===== config.mk =====
export PLATFORM = sky130hd
export DESIGN_NAME = univ_shift_reg
export DESIGN_NICKNAME = d
export VERILOG_FILES = /design/src/rtl/univ_shift_reg.sv
export SDC_FILE = /design/constraint.sdc
export NUM_CORES = 1
export LEC_CHECK = 0
export BUFFER_PORTS_ARGS = -buffer_cell sky130_fd_sc_hd__clkbuf_2
export CORE_AREA = 8 8 45 47
export DETAILED_ROUTE_END_ITERATION = 10
export DIE_AREA = 0 0 53 55
export GPL_ROUTABILITY_DRIVEN = 0
export GPL_TIMING_DRIVEN = 0
export PLACE_DENSITY = 0.55
export REMOVE_ABC_BUFFERS = 1
export SYNTH_ARGS = -nofsm -noshare
export SYNTH_HDL_FRONTEND = slang
export SYNTH_SLANG_ARGS = --single-unit

===== constraint.sdc =====
create_clock -name clk -period 0.8 [get_ports clk]
set_input_delay 0.08 -clock clk [delete_from_list [all_inputs] [get_ports clk]]
set_output_delay 0.08 -clock clk [all_outputs]
set_load 0.05 [all_outputs]

===== src/rtl/univ_shift_reg.sv =====
// univ_shift_reg: WIDTH-bit universal shift/storage register (hold, shift right, shift left, load)
module univ_shift_reg #(
  parameter int WIDTH = 4,
  parameter logic [WIDTH-1:0] RESET_VAL = '0
) (
  input  logic             clk,
  input  logic             clr,
  input  logic             ce,
  input  logic [1:0]       s,
  input  logic             dsr,
  input  logic             dsl,
  input  logic [WIDTH-1:0] d,
  output logic [WIDTH-1:0] q,
  output logic [WIDTH-1:0] n_q,
  output logic             sro,
  output logic             slo
);
  logic [WIDTH-1:0] nxt;
  // next-state select; an unknown mode propagates X into q
  always_comb begin
    nxt = s == 2'b11 ? d :
          s == 2'b10 ? {dsl, q[WIDTH-1:1]} :
          s == 2'b01 ? {q[WIDTH-2:0], dsr} :
          s == 2'b00 ? q : {WIDTH{1'bx}};
  end
  // register bank with asynchronous clear and clock enable
  always_ff @(posedge clk or posedge clr) begin
    if (clr) q <= RESET_VAL;
    else if (ce) q <= nxt;
  end
  assign n_q = ~q;
  assign sro = q[WIDTH-1];
  assign slo = q[0];
endmodule

After elaboration in Yosys (flattened, before gate mapping)
Cells that the tools add are included.
{ "totals": {"reg_bits": 4, "in_bits": 11, "output_inout_bits": 10, "elab_cells": 11} }
{ "op_classes": {"n_eq_ne": 4, "n_mux": 3, "bitwise": 1, "n_reduce_logical": 2} }
{ "op_table": {"columns": ["cell", "n"], "rows": [
  ["$mux W4", 3],
  ["$eq A2 B2 Y1 const B", 2],
  ["$ne A4 B4 Y1 const B", 1],
  ["$not A4 Y4", 1],
  ["$eq A2 B1 Y1 const B", 1],
  ["$logic_not A2 Y1", 1],
  ["$reduce_and A2 Y1", 1]
]} }

Logic depth before layout (Yosys ltp)
Gate-level depths: netlist of run 1.
{ "depth": {"ltp_word": 4, "mapped_depth": 4, "ltp_nobuf": 3} }

Worst setup path before layout of run 1
Ideal clock, no wire load.
{ "synth_path": {"kind": "flip-flop to flip-flop", "start": "register q[1]", "end": "register q[0]", "setup_time_ns": 0.080, "arrival_time_ns": 1.463, "required_time_ns": 0.720, "path_slack_ns": -0.744, "stages_incl_launch_ff": 4, "path_buffers": 0, "period_less_slack_ns": 1.544, "cell_sequence": "dfrtp_1 > inv_1 > o2111a_1 > nor3_2"} }
{ "synth_between": {"elab_chain_len": 2} }
{ "synth_rtl": {"columns": ["element", "line", "text"], "rows": [
  ["from (decl)", "13", "output logic [WIDTH-1:0] q,"],
  ["from (signal assigned)", "29", "else if (ce) q <= nxt;"],
  ["$mux W4", "22", "s == 2'b10 ? {dsl, q[WIDTH-1:1]} :"],
  ["$mux W4", "21", "nxt = s == 2'b11 ? d :"]
]} }
No other way between the ends.
A chain may end at the register's enable or synchronous reset.

Worst setup path after layout of run 1
{ "layout_path": {"start": "register q[0]", "end": "output n_q[0]"} }
{ "layout_between": {"elab_chain_len": 1} }
{ "layout_rtl": {"columns": ["element", "line", "text"], "rows": [
  ["$not A4 Y4", "31", "assign n_q = ~q;"],
  ["to (decl)", "14", "output logic [WIDTH-1:0] n_q,"]
]} }
No other way between the ends.

==> run summary, run 1 <==
Synth Warn # - 0
register share of total power - 0.228
global-route wire length before repair - 1.30 mm
biggest regs - q (4)
setup slack after layout - -0.153 ns
Vias - 310
Worst Path Buf+Inv - 2
Crit Path Class - reg -> out
Total GRT Usage - 0.0597
clock power share - 0.195
clock sink count - 4
post-DR wirelength/cell - 12.7 um
Max Cap Viol - 0
Top delay family on crit path - flip-flops
max FFs per register - 4
HPWL after DPL - 653 um
TritonCTS Buffers - 3
Port Buffer Count - 20
effective utilization at floorplan - 0.207
Leakage - 0.000267 uW
via/cell ratio - 4.37
slew margin rel. - 0.830
fin crit period - 0.953 ns
DRT Wirelength - 905 um
Seq/Total Area, Yosys - 0.349
Syn Std Cell Area - 287 um2
die width - 53 um
HP Class - in -> reg
largest net degree at the start of global routing - 8
Clock Skews - 0.00658 ns
ranking of synthesized cells by area - dfrtp_1 (35%), mux2i_1 (10%), o2bb2ai_1 (9.2%)
synthesized instance count - 31
period utilization - 1.19
I/O pins - 21
hold_ws - 0.121 ns
failing checks - setup timing
critical-path cell list - inv_2 > buf_8
CTS tree - done
internal power - 711 uW
die height - 55 um
max-slew violation count - 0
Rows - 14
share of the synthesized area in the top cell type - 0.349
Critical Path Start Type - flop
H-tree depth - 1
Tot Pwr - 1280 uW
Max FO, Critical Path - 4
Worst-Skew Late Latency - 0.23 ns
worst vdd ir - 0.000760 V
Logic pwr share - 0.577
unrepaired setup endpoints after global routing - yes
layout cells sized above 1 - 0.709
clock slew at reported path FFs - 0.04 ns
DIE AREA - 0.00292 mm2
critical path data arrival time - 0.87 ns
DRC errors left - 0
P&R area growth vs syn - 91.7%
GRT overflow - 0
final setup fails - 14
Crit path required time - 0.72 ns
Fmax achieved - 1050 MHz
Mapped Avg Cell Area - 9.24 um2
CP max stage delay - 0.43 ns
vias in the first global route - 316
drt pass-1 iters - 1
Pwr Density - 2320 mW/mm2
switching power - 564 uW
critical path's slowest cell - dfrtp_2
antenna-violating nets left - 0
Hold Vio Cnt, Final - 0
Top reg by flops - q
status - finished with violations
Final TNS setup - -1.59 ns
Layout Nets - 68
switching part of the total - 0.442
clk buf depth - 2
measured slew at the worst slew-check pin - 0.249 ns
Yosys reg bits - 4
Core Region - 0.00138 mm2
Synth area leader - dfrtp_1
ant diodes - 0
clk root buf - clkbuf_4
CP Capture Type - output port
First DRT Iteration DRCs - 0
Yosys cell types - 14
initial antenna violation count - 0
cells in the final DEF, fill, tap and decap left out:
cell | Yosys | layout
clkbuf_2 | 0 | 10
buf_8 | 0 | 5
buf_6 | 1 | 5
nor2_1 | 4 | 4
inv_2 | 0 | 4
mux2i_1 | 3 | 3
clkbuf_4 | 0 | 3
dfrtp_2 | 0 | 3
o2bb2ai_1 | 3 | 2
a21oi_1 | 3 | 2
buf_4 | 2 | 2
nand2b_2 | 1 | 1
o21a_2 | 1 | 1
o2bb2ai_4 | 0 | 1
a21oi_2 | 0 | 1
inv_1 | 5 | 1
nand2_1 | 1 | 1
o2111a_1 | 1 | 1
nor3b_2 | 1 | 1
nor3_2 | 1 | 1
dlygate4sd3_1 | 0 | 1
clkbuf_8 | 0 | 1
dfrtp_1 | 4 | 1
per-stage QoR:
step | area, um2 | std cells | util | setup slack (ns)
detailed placement | 380 | 64 | 0.275 | -0.143
global placement | 380 | 64 | 0.275 | -0.139
floorplan | 260 | 28 | - | -0.744
CTS | 504 | 71 | 0.364 | -0.179
global route | 549 | 71 | 0.397 | -0.190
finish | 549 | 71 | 0.397 | -0.153
layer usage:
layer / GRT usage / wire (um) / vias to the layer above
met5: 0 / 0 / -
met4: 0.0388 / 0 / 0
met3: 0.0348 / 105 / 0
met2: 0.0879 / 424 / 13
met1: 0.0643 / 375 / 145
li1: - / - / 152
power groups by stage:
stage | combinational [uW] | sequential (uW) | clock, uW
floorplan | 208 | 443 | 0
global placement | 512 | 277 | 0
detailed placement | 515 | 278 | 0
CTS | 665 | 273 | 259
global route | 768 | 298 | 275
finish | 736 | 291 | 248
cell type report:
class / count / area [um2]
repair buffers: 24 / 220
fillers: 153 / 835
well taps: 16 / 20.0
inverters: 5 / 18.8
flip-flops and latches: 4 / 104
clock buffers: 3 / 22.5
multi-input cells: 19 / 164
Yosys cell counts (all sizes together):
cell type	count
a21oi	3
buf	3
dfrtp	4
inv	5
mux2i	3
nand2	1
nand2b	1
nor2	4
nor3	1
nor3b	1
o2111a	1
o21a	1
o2bb2ai	3
worst paths after layout:
path,end,start,cells after the start,slack (ns)
hold reg to reg,q[3],q[3],2,0.62
setup / recovery,n_q[0],q[0],2,-0.15
hold / removal,q[3],ce,2,0.12
max in group asynchronous,q[2],clr,3,0.38
setup reg to reg,q[1],q[2],3,-0.10
min in group asynchronous,q[1],clr,3,0.25
what timing repair did:
item	CTS	global route
pin swaps	7	1
hold buffers	1	0
gates resized for setup	18	22
endpoints found under the hold margin	4	0
buffers inserted	3	0
setup endpoints to repair	13	14
kinds of logic after synthesis:
family | Yosys count | synth area share
AOI/OAI and AO/OA | 8 | 0.214
buffers and inverters | 8 | 0.157
DFF | 4 | 0.349
muxes | 3 | 0.105
and+or+nand+nor | 8 | 0.175
Power figures use the tool's default switching activity.
==> run 2: changes to the inputs <==
--- a/config.mk
+++ b/config.mk
@@ -11,3 +11,2 @@
 export DIE_AREA = 0 0 53 55
-export GPL_ROUTABILITY_DRIVEN = 0
 export GPL_TIMING_DRIVEN = 0
==> constraint.sdc (replaced) <==
create_clock -name clk -period 0.8 [get_ports clk]
set_input_delay 0.04 -clock clk [delete_from_list [all_inputs] [get_ports clk]]
set_output_delay 0.04 -clock clk [all_outputs]
set_load 0.05 [all_outputs]
==> run 2 against run 1 <==
Net effect:
- the flow still finishes with violations (setup timing)
- sequential share of layout area is 0.063 points higher
- flip-flop and latch count is the same
- via count down 1.6%
- global-route usage did not move
- setup slack better by 0.042 ns
- worst hold slack worse by 0.041 ns
- critical endpoint is now q[2]
- highest routed layer unchanged
- non-clock buffer count did not move
==> run summary, run 2 (same netlist as run 1, synthesis figures left out) <==
status - finished with violations
failing checks - setup timing
initial antenna violation count - 0 (unchanged)
critical path data arrival time - 0.87 ns (about the same)
critical path's slowest cell - dfrtp_1
max-slew violation count - 0 (unchanged)
die height - 55 um (unchanged)
max FFs per register - 4 (unchanged)
TritonCTS Buffers - 3 (unchanged)
Hold Vio Cnt, Final - 0 (unchanged)
biggest regs - q (4)
hold path cells - 2 (unchanged)
via/cell ratio - 4.30 (-1.6%)
Rows - 14 (unchanged)
Worst Hold Path EP - q[3]
reg2reg end - q[2]
measured slew at the worst slew-check pin - 0.263 ns (+0.0144 ns)
GRT overflow - 0 (unchanged)
Crit Path Class - reg -> out
I/O pins - 21 (unchanged)
Port Buffer Count - 20 (unchanged)
slew margin rel. - 0.820 (-0.00988)
largest net degree at the start of global routing - 8 (unchanged)
CTS tree - done
clock slew at reported path FFs - 0.03 ns (about the same)
Max FO, Critical Path - 4 (unchanged)
First DRT Iteration DRCs - 0 (unchanged)
antenna-violating nets left - 0 (unchanged)
Final Util - 0.386 (-0.0109)
critical hold path startpoint - ce
clk buf depth - 2 (unchanged)
worst-case reg-to-reg path depth - 3 (unchanged)
period utilization - 1.14 (-0.0523)
Reg area - 101 um2 (-2.4%)
Worst path depth - 1 (-1)
Worst Path Buf+Inv - 1 (-1)
P&R area growth vs syn - 86.5%
commonest cells after routing, fill and taps aside - clkbuf_2 (10), nor2_1 (4), clkbuf_4 (4), buf_8 (4), buf_4 (4)
Layout Nets - 68 (unchanged)
Worst R2R Start - q[3]
H-tree depth - 1 (unchanged)
Fmax achieved - 1100 MHz (+4.6%)
r2r setup slk - -0.09 ns (about the same)
setup slack after layout - -0.111 ns (+0.0419 ns)
final setup fails - 14 (unchanged)
Total GRT Usage - 0.0597 (unchanged)
fin crit period - 0.911 ns (-0.0419 ns)
Area after DPL - 380 um2 (unchanged)
effective utilization at floorplan - 0.207 (unchanged)
Max Cap Viol - 0 (unchanged)
# fillers - 153 (unchanged)
Core Region - 0.00138 mm2 (unchanged)
vias in the first global route - 316 (unchanged)
drt pass-1 iters - 1 (unchanged)
unrepaired setup endpoints after global routing - yes
die width - 53 um (unchanged)
HPWL after DPL - 653 um (unchanged)
hold_ws - 0.0803 ns (-0.0410 ns)
DIE AREA - 0.00292 mm2 (unchanged)
critical-path cell list - clkbuf_4
Pwr Density - 2330 mW/mm2 (+0.25%)
area of the multi-input gates - 164 um2 (unchanged)
clk root buf - clkbuf_4
ant diodes - 0 (unchanged)
cell area after layout - 534 um2 (-2.7%)
DRT Wirelength - 899 um (-0.66%)
Leakage - 0.000265 uW (-0.51%)
Vias - 305 (-1.6%)
Top reg by flops - q
Crit path required time - 0.76 ns (+0.04 ns)
HP Class - in -> reg
Top delay family on crit path - flip-flops
Final GP Congestion - 0.703
layout cells sized above 1 - 0.655 (-0.0545)
worst vdd ir - 0.000755 V (-0.70%)
CP max stage delay - 0.39 ns (-0.04 ns)
clock sink count - 4 (unchanged)
CP Capture Type - output port
DRC errors left - 0 (unchanged)
most common cell after layout, fill and taps aside - clkbuf_2
Worst-Skew Late Latency - 0.23 ns (about the same)
Clock Skews - 0.00654 ns (-0.0000365 ns)
global-route wire length before repair - 1.30 mm (unchanged)
Tot Pwr - 1240 uW (-2.5%)
Critical Path Start Type - flop
post-DR wirelength/cell - 12.7 um (-0.66%)
## run 2: power breakdown
group | switching (uW) | internal, uW
combinational | 433 | 282
clock | 80.5 | 168
sequential | 42.6 | 238
## run 2: final cells by class
cell class / instances / area share
Timing Repair Buffer: 24 / 0.389
Multi-Input combinational cell: 19 / 0.307
Sequential cell: 4 / 0.190
Clock buffer: 3 / 0.0422
Tap cell: 16 / 0.0375
Inverter: 5 / 0.0351
## run 2: routing by layer
metal  part of all wire  global-route usage  up-vias
li1                   -                   -      151
met5                  0                   0        -
met4                  0              0.0388        0
met2               0.46              0.0879       13
met3               0.13              0.0348        0
met1               0.41              0.0643      141
## run 2: how the worst max path moves through the flow
| stage | startpoint | endpoint |
|---|---|---|
| floorplan | q[1] | q[0] |
| global placement | q[1] | q[0] |
| detailed placement | q[1] | q[0] |
| CTS | q[3] | n_q[3] |
| global route | q[2] | q[1] |
| finish | q[2] | q[2] |
## run 2: timing repair
item,CTS,global route
resized for setup,18,14
endpoints found under the hold margin,4,0
setup endpoints to repair,13,14
pin swaps,7,1
hold buffers,1,0
buffers inserted,3,0
## run 2: stage by stage
| step | setup slack (ns) | cells | setup TNS [ns] |
|---|---|---|---|
| 2_1_floorplan | -0.744 | 28 | -4.69 |
| 6_report | -0.111 | 71 | -1.23 |
| 3_5_place_dp | -0.143 | 64 | -0.328 |
| 4_1_cts | -0.139 | 71 | -1.49 |
| 3_3_place_gp | -0.139 | 64 | -0.298 |
| 5_1_grt | -0.157 | 71 | -1.86 |
